==> config.mk <==
export PLATFORM = sky130hd
export DESIGN_NAME = ht16d35a_cmd_sequencer
export DESIGN_NICKNAME = d
export VERILOG_FILES = /design/src/rtl/ht16d35a_cmd_sequencer.sv
export SDC_FILE = /design/constraint.sdc
export NUM_CORES = 1
export LEC_CHECK = 0
export BUFFER_PORTS_ARGS = -buffer_cell sky130_fd_sc_hd__buf_2
export CELL_PAD_IN_SITES_DETAIL_PLACEMENT = 1
export CELL_PAD_IN_SITES_GLOBAL_PLACEMENT = 2
export CORE_MARGIN = 10
export CORE_UTILIZATION = 35
export CTS_CLUSTER_SIZE = 10
export DETAILED_ROUTE_END_ITERATION = 10
export PLACE_DENSITY = 0.87
export SYNTH_ARGS = -nofsm -noshare
export SYNTH_HDL_FRONTEND = slang
export SYNTH_SLANG_ARGS = --single-unit
==> constraint.sdc <==
create_clock -name clk -period 5.69 [get_ports clk]
set_clock_uncertainty 0.1 [all_clocks]
set_input_delay 0.2845 -clock clk [delete_from_list [all_inputs] [get_ports clk]]
set_output_delay 0.2845 -clock clk [all_outputs]
set_load 0.1 [all_outputs]
==> src/rtl/ht16d35a_cmd_sequencer.sv <==
// rtl/ht16d35a_cmd_sequencer.sv - HT16D35A init/display-write command sequencer
//
// Sits in front of the HT16D35A SPI controller. After reset it idles POR_WAIT
// cycles, plays a fixed five-entry init ROM to all chips, optionally clears the
// display RAM, raises init_done and then turns each application write request
// into one controller transaction.
//
// Optional feature macro: HT16D35A_SEQ_CLEAR_EN (RAM-clear writes after init).
//
// Ports:
//   clk, reset_n          clock, asynchronous active-low reset
//   activate              transaction request to the controller (held until busy)
//   in_cs                 active-high chip mask for the transaction
//   out_data, out_count   transaction bytes (byte 0 first) and valid byte count
//   busy                  controller busy
//   init_done             init (and clear, if enabled) complete
//   req_valid, req_ready  application write request handshake
//   req_cs, req_addr      target chips, display RAM start address
//   req_data, req_len     payload bytes and payload count (1..5)

module ht16d35a_cmd_sequencer #(
    parameter int         NUM_SELECTS     = 2,
    parameter int         OUT_BYTES       = 8,
    parameter int         OUT_BYTES_SZ    = $clog2(OUT_BYTES),
    parameter int         POR_WAIT        = 50000,
    parameter int         SETTLE_WAIT     = 500,
    parameter int         GAP_WAIT        = 100,
    parameter logic [7:0] CLEAR_LAST_ADDR = 8'h1F
) (
    input  logic                         clk,
    input  logic                         reset_n,
    output logic                         activate,
    output logic [NUM_SELECTS-1:0]       in_cs,
    output logic [OUT_BYTES-1:0][7:0]    out_data,
    output logic [OUT_BYTES_SZ-1:0]      out_count,
    input  logic                         busy,
    output logic                         init_done,
    input  logic                         req_valid,
    output logic                         req_ready,
    input  logic [NUM_SELECTS-1:0]       req_cs,
    input  logic [7:0]                   req_addr,
    input  logic [4:0][7:0]              req_data,
    input  logic [2:0]                   req_len
);

`ifdef HT16D35A_SEQ_CLEAR_EN
    localparam bit CLEAR_EN = 1'b1;
`else
    localparam bit CLEAR_EN = 1'b0;
`endif

    localparam logic [31:0] POR_LAST    = 32'(POR_WAIT - 1);
    localparam logic [31:0] SETTLE_LAST = 32'(SETTLE_WAIT - 1);
    localparam logic [31:0] GAP_LAST    = 32'(GAP_WAIT - 1);

    typedef enum logic [2:0] {
        S_POR_WAIT,
        S_LOAD,
        S_ISSUE,
        S_WAIT_HI,
        S_WAIT_LO,
        S_GAP,
        S_IDLE
    } state_t;

    // What the transaction in flight belongs to; decides where S_GAP goes next.
    typedef enum logic [1:0] {
        PH_INIT,
        PH_CLEAR,
        PH_REQ
    } phase_t;

    state_t      state;
    phase_t      phase;
    logic [31:0] cnt;
    logic [2:0]  rom_idx;
    logic [7:0]  clr_addr;

    logic [OUT_BYTES-1:0][7:0] load_data;
    logic [OUT_BYTES_SZ-1:0]   load_count;
    logic [OUT_BYTES-1:0][7:0] req_load_data;
    logic [OUT_BYTES_SZ-1:0]   req_load_count;
    logic                      req_drop;
    logic [31:0]               gap_last;
    logic                      clear_last;

    // Init ROM / RAM-clear transaction contents for S_LOAD.
    always_comb begin
        load_data  = '0;
        load_count = '0;
        if (phase == PH_CLEAR) begin
            load_data[0] = 8'h80;
            load_data[1] = clr_addr;
            load_count   = OUT_BYTES_SZ'(6);
        end else begin
            case (rom_idx)
                3'd0: begin
                    load_data[0] = 8'hCC;
                    load_count   = OUT_BYTES_SZ'(1);
                end
                3'd1: begin
                    load_data[0] = 8'h35;
                    load_data[1] = 8'h02;
                    load_count   = OUT_BYTES_SZ'(2);
                end
                3'd2: begin
                    load_data[0] = 8'h41;
                    load_data[1] = 8'h0F;
                    load_count   = OUT_BYTES_SZ'(2);
                end
                3'd3: begin
                    load_data[0] = 8'h37;
                    load_data[1] = 8'h40;
                    load_count   = OUT_BYTES_SZ'(2);
                end
                default: begin
                    load_data[0] = 8'h35;
                    load_data[1] = 8'h03;
                    load_count   = OUT_BYTES_SZ'(2);
                end
            endcase
        end
    end

    // Write-request transaction: 80, address, then req_len payload bytes.
    always_comb begin
        req_load_data    = '0;
        req_load_data[0] = 8'h80;
        req_load_data[1] = req_addr;
        for (int i = 0; i < 5; i++) begin
            if (3'(i) < req_len) begin
                req_load_data[i + 2] = req_data[i];
            end
        end
        req_load_count = OUT_BYTES_SZ'(req_len) + OUT_BYTES_SZ'(2);
        req_drop       = (req_len == 3'd0) || (req_len > 3'd5) || (req_cs == '0);
    end

    // The software-reset command (ROM entry 0) needs the longer settle time.
    assign gap_last   = (phase == PH_INIT && rom_idx == 3'd0) ? SETTLE_LAST : GAP_LAST;
    assign clear_last = ({1'b0, clr_addr} + 9'd4) > {1'b0, CLEAR_LAST_ADDR};

    always_ff @(posedge clk or negedge reset_n) begin
        if (!reset_n) begin
            state     <= S_POR_WAIT;
            phase     <= PH_INIT;
            cnt       <= '0;
            rom_idx   <= '0;
            clr_addr  <= '0;
            activate  <= 1'b0;
            in_cs     <= '0;
            out_data  <= '0;
            out_count <= '0;
            init_done <= 1'b0;
            req_ready <= 1'b0;
        end else begin
            case (state)
                S_POR_WAIT: begin
                    if (cnt == POR_LAST) begin
                        cnt     <= '0;
                        rom_idx <= '0;
                        phase   <= PH_INIT;
                        state   <= S_LOAD;
                    end else begin
                        cnt <= cnt + 32'd1;
                    end
                end
                S_LOAD: begin
                    in_cs     <= '1;
                    out_data  <= load_data;
                    out_count <= load_count;
                    state     <= S_ISSUE;
                end
                S_ISSUE: begin
                    if (!busy) begin
                        activate <= 1'b1;
                        state    <= S_WAIT_HI;
                    end
                end
                S_WAIT_HI: begin
                    // Controller only samples activate on its half-bit tick,
                    // so hold it until busy proves it was seen.
                    if (busy) begin
                        activate <= 1'b0;
                        state    <= S_WAIT_LO;
                    end
                end
                S_WAIT_LO: begin
                    if (!busy) begin
                        cnt   <= '0;
                        state <= S_GAP;
                    end
                end
                S_GAP: begin
                    if (cnt == gap_last) begin
                        cnt <= '0;
                        case (phase)
                            PH_INIT: begin
                                if (rom_idx != 3'd4) begin
                                    rom_idx <= rom_idx + 3'd1;
                                    state   <= S_LOAD;
                                end else if (CLEAR_EN) begin
                                    phase    <= PH_CLEAR;
                                    clr_addr <= '0;
                                    state    <= S_LOAD;
                                end else begin
                                    init_done <= 1'b1;
                                    req_ready <= 1'b1;
                                    state     <= S_IDLE;
                                end
                            end
                            PH_CLEAR: begin
                                if (clear_last) begin
                                    init_done <= 1'b1;
                                    req_ready <= 1'b1;
                                    state     <= S_IDLE;
                                end else begin
                                    clr_addr <= clr_addr + 8'd4;
                                    state    <= S_LOAD;
                                end
                            end
                            default: begin
                                req_ready <= 1'b1;
                                state     <= S_IDLE;
                            end
                        endcase
                    end else begin
                        cnt <= cnt + 32'd1;
                    end
                end
                S_IDLE: begin
                    if (req_valid && req_ready) begin
                        // Malformed requests are consumed without a transaction.
                        req_ready <= 1'b0;
                        if (!req_drop) begin
                            in_cs     <= req_cs;
                            out_data  <= req_load_data;
                            out_count <= req_load_count;
                            phase     <= PH_REQ;
                            state     <= S_ISSUE;
                        end
                    end else begin
                        req_ready <= 1'b1;
                    end
                end
                default: begin
                    state <= S_POR_WAIT;
                end
            endcase
        end
    end

endmodule

==> impl_results.md <==
- P&R area growth vs syn: 19.7%
- CP delay by family, top: simple AND/OR/NAND/NOR gates
- Initial antenna violation count: 0
- Worst R2R Start: state[0]
- Sequential area share after synthesis: between 50% and 60%
- Slew Limit Fails: 0
- P_leak: 2.83 nW
- TritonCTS clock tree: built
- Core Area: roughly 14000 µm²
- Worst Path Class, Setup: flop to flop
- Status: completed
- Area contributors post-synth: dfrtp_1, nand2_1, xor2_1
- Asr flop ratio synth: between 90% and 100%
- Antenna Nets Post-Route: 0
- Number of core rows: 43
- Max-capacitance violation count: 0
- Critical Path AT: roughly 3.0 ns
- Biggest area consumer among synthesized cells: dfrtp_1
- Post-synth top area share: roughly half
- Syn avg cell area: around 9.7 µm²
- Routability congestion estimate: around 0.80
- Largest net degree at the start of global routing: 88
- Top FF cell, synth: dfrtp_1
- WL final: roughly 14000 µm
- Die height: 139 µm
- RR Endpoint: out_data[14]
- Initial Util: approximately 36%
- Final net count: 682
- Post-route cell area: 5920 µm²
- Critical-path maximum fanout: between 80 and 90
- Required @ worst endpoint: slightly below 6 ns
- Synth warnings: 0
- CTS sink count: around 100
- Post-place instance area: between 5000 and 6000 µm²
- Largest stage delay, worst path: 0.78 ns
- CTS buffer count: 9
- Internal power: about 1.1 mW
- RSZ-0062 raised after global routing: false
- Routed WL per cell: ~18 µm
- Total gr overflow: 0
- Final period utilization: about half
- Reg2reg path depth: 6
- Power share of the combinational group: between 10% and 20%
- Clk_lat worst skew: roughly 0.35 ns
- Cell Area, Synth: about 4900 µm²
- Clock power share: 40.9%
- Layout cell share with drive strength beyond 1: around 24%
- Final-report hold violation count: 0
- Post-Syn Instances: approximately 510
- Startpoint Class: flop
- Hpwl dp: 10700 µm
- Placed Cells: roughly 780
- Area of the die: just under 20000 µm²
- Final setup fails: 0
- Gr usage total: between 10 and 15%
- Number of synthesized flops with an enable pin: 0
- CP bufs+invs: 0
- Max Clk Rate: between 300 and 400 MHz
- H-tree depth: 3
- Clk buf depth: 2
- Hold depth: 2
- First-pass GRT wire length: around 23000 µm
- DR DRC count: 0
- Net Sw Power: approximately 0.43 mW
- Via count: around 4000
- Initial drt markers: 150
- Seq pwr share: about half
- Pwr dens: ~260 nW/µm²
- Worst Hold End: out_data[48]
- Tmin final: ~2.9 ns
- Hold path start: req_data[32]
- Tightest Hold Check Type: input pin to flop
- Vias in the first global route: 4333
- Die width: 139 µm
- Switch share: between 20 and 30%
- Setup slack, reg-to-reg: roughly 2.8 ns
- Setup TNS: 0 ns
- CTS root buffer: clkbuf_16
- Ant diodes: 0
- Crit path cell chain: and2b_1, nand2_2, or3_1, and2_4, a21oi_1, a21o_1
- Slew HR: between 30% and 40%
- Max VDD drop: approximately 210 µV
- # port buffers: 120
- Worst-Margin Slew: slightly below 1 ns
- Post-CTS Setup Bufs: 0
- Reg clk slew, reported paths: about 0.07 ns
- Slowest CP cell: and2_4
- Hold_ws: approximately 0.037 ns
- Vias per Instance: 4.98
- I/O pin cnt: ~130
- Synth cell types: 60
- Flops & latches, synth: 102
- CP endpoint kind: flop
- Final Non-Filler Cells: between 700 and 800
- TritonRoute pass-1 iters: 4
cell families after synthesis:
logic type,Yosys count,share of synthesized area [%]
other cells,1,0.0759
xor+xnor,30,5.32
flops,102,51.6
fa+ha+maj,10,2.53
simple gates,216,20.4
compound gates,96,13.8
buf+inv,50,5.29
mux,4,0.911
cell type report:
type                    count  area (µm²)
multi-input cells         364        2160
inverters                  15        56.3
fillers                  1657        7960
clock inverters             5        60.1
repair buffers            123         628
well taps                 180         225
clock buffers              10         239
flip-flops and latches    102        2550
cell usage after synthesis (3+ instances only):
master / number
nor3_1: 7
clkbuf_1: 14
buf_2: 8
buf_6: 4
and3_1: 7
o21ai_0: 20
o31ai_1: 3
inv_1: 15
ha_1: 10
xnor2_1: 5
and4_1: 3
a21oi_1: 9
nand4_1: 10
nor4_1: 5
mux2i_1: 3
dfrtp_1: 102
nand2_1: 90
a22o_1: 16
buf_4: 9
nand3_1: 21
o21ai_1: 26
xor2_1: 25
or3_1: 3
and2_1: 5
nor2_1: 47
layer usage:
layer / track usage [%] / vias up / routed length, µm
li1: - / 1939 / -
met1: 18.8 / 1928 / 6640
met2: 22.8 / 100 / 6510
met3: 5.21 / 14 / 792
met4: 3.95 / 0 / 212
met5: 0 / - / 0
placed cells by master, fill, tap and decap left out, drive strengths merged, types with 8 or more instances in the layout:
cell and n:
buf 122, dfrtp 102, nand2 92, nor2 47
o21ai 46, xor2 25, nand3 21, a22o 16
inv 15, nand4 10, ha 10, clkbuf 10
a21oi 9, conb 8, nor3 8
power by group through the flow:
stage	Combinational (mW)	Clock [mW]	Sequential, mW
final	0.170	0.630	0.741
after global routing	0.181	0.688	0.741
after CTS	0.172	0.653	0.741
after detailed placement	0.172	0	0.755
after global placement	0.169	0	0.754
after floorplan	0.0424	0	0.832
state kept, by name, indices dropped and copies added (netlist names):
signal and flops:
in_cs 2, init_done 1, phase 1, cnt 32, out_data 55, activate 1
rom_idx 3, req_ready 1, state 3, out_count 3
stage by stage:
| step | power, mW | utilization [%] | setup slack, ns |
|---|---|---|---|
| 2_1_floorplan | 0.875 | - | 3.18 |
| 3_3_place_gp | 0.924 | 40.4 | 2.90 |
| 3_5_place_dp | 0.926 | 40.4 | 2.79 |
| 4_1_cts | 1.57 | 42.6 | 2.78 |
| 5_1_grt | 1.61 | 42.6 | 2.52 |
| 6_report | 1.54 | 42.6 | 2.82 |
worst max-delay path by stage:
| stage | start | to | cells after the start |
|---|---|---|---|
| final | state[0] | out_data[14] | 6 |
| after global routing | state[0] | out_data[27] | 5 |
| after CTS | state[0] | out_data[14] | 6 |
| after detailed placement | state[0] | out_data[14] | 6 |
| after global placement | state[0] | out_data[14] | 6 |
| after floorplan | req_ready | out_data[5] | 9 |
timing repair:
action / in CTS / in global routing
hold buffers: 1 / 0
gates resized for setup: 0 / 0
hold endpoints to repair: 26 / 0
Power figures use the tool's default switching activity.
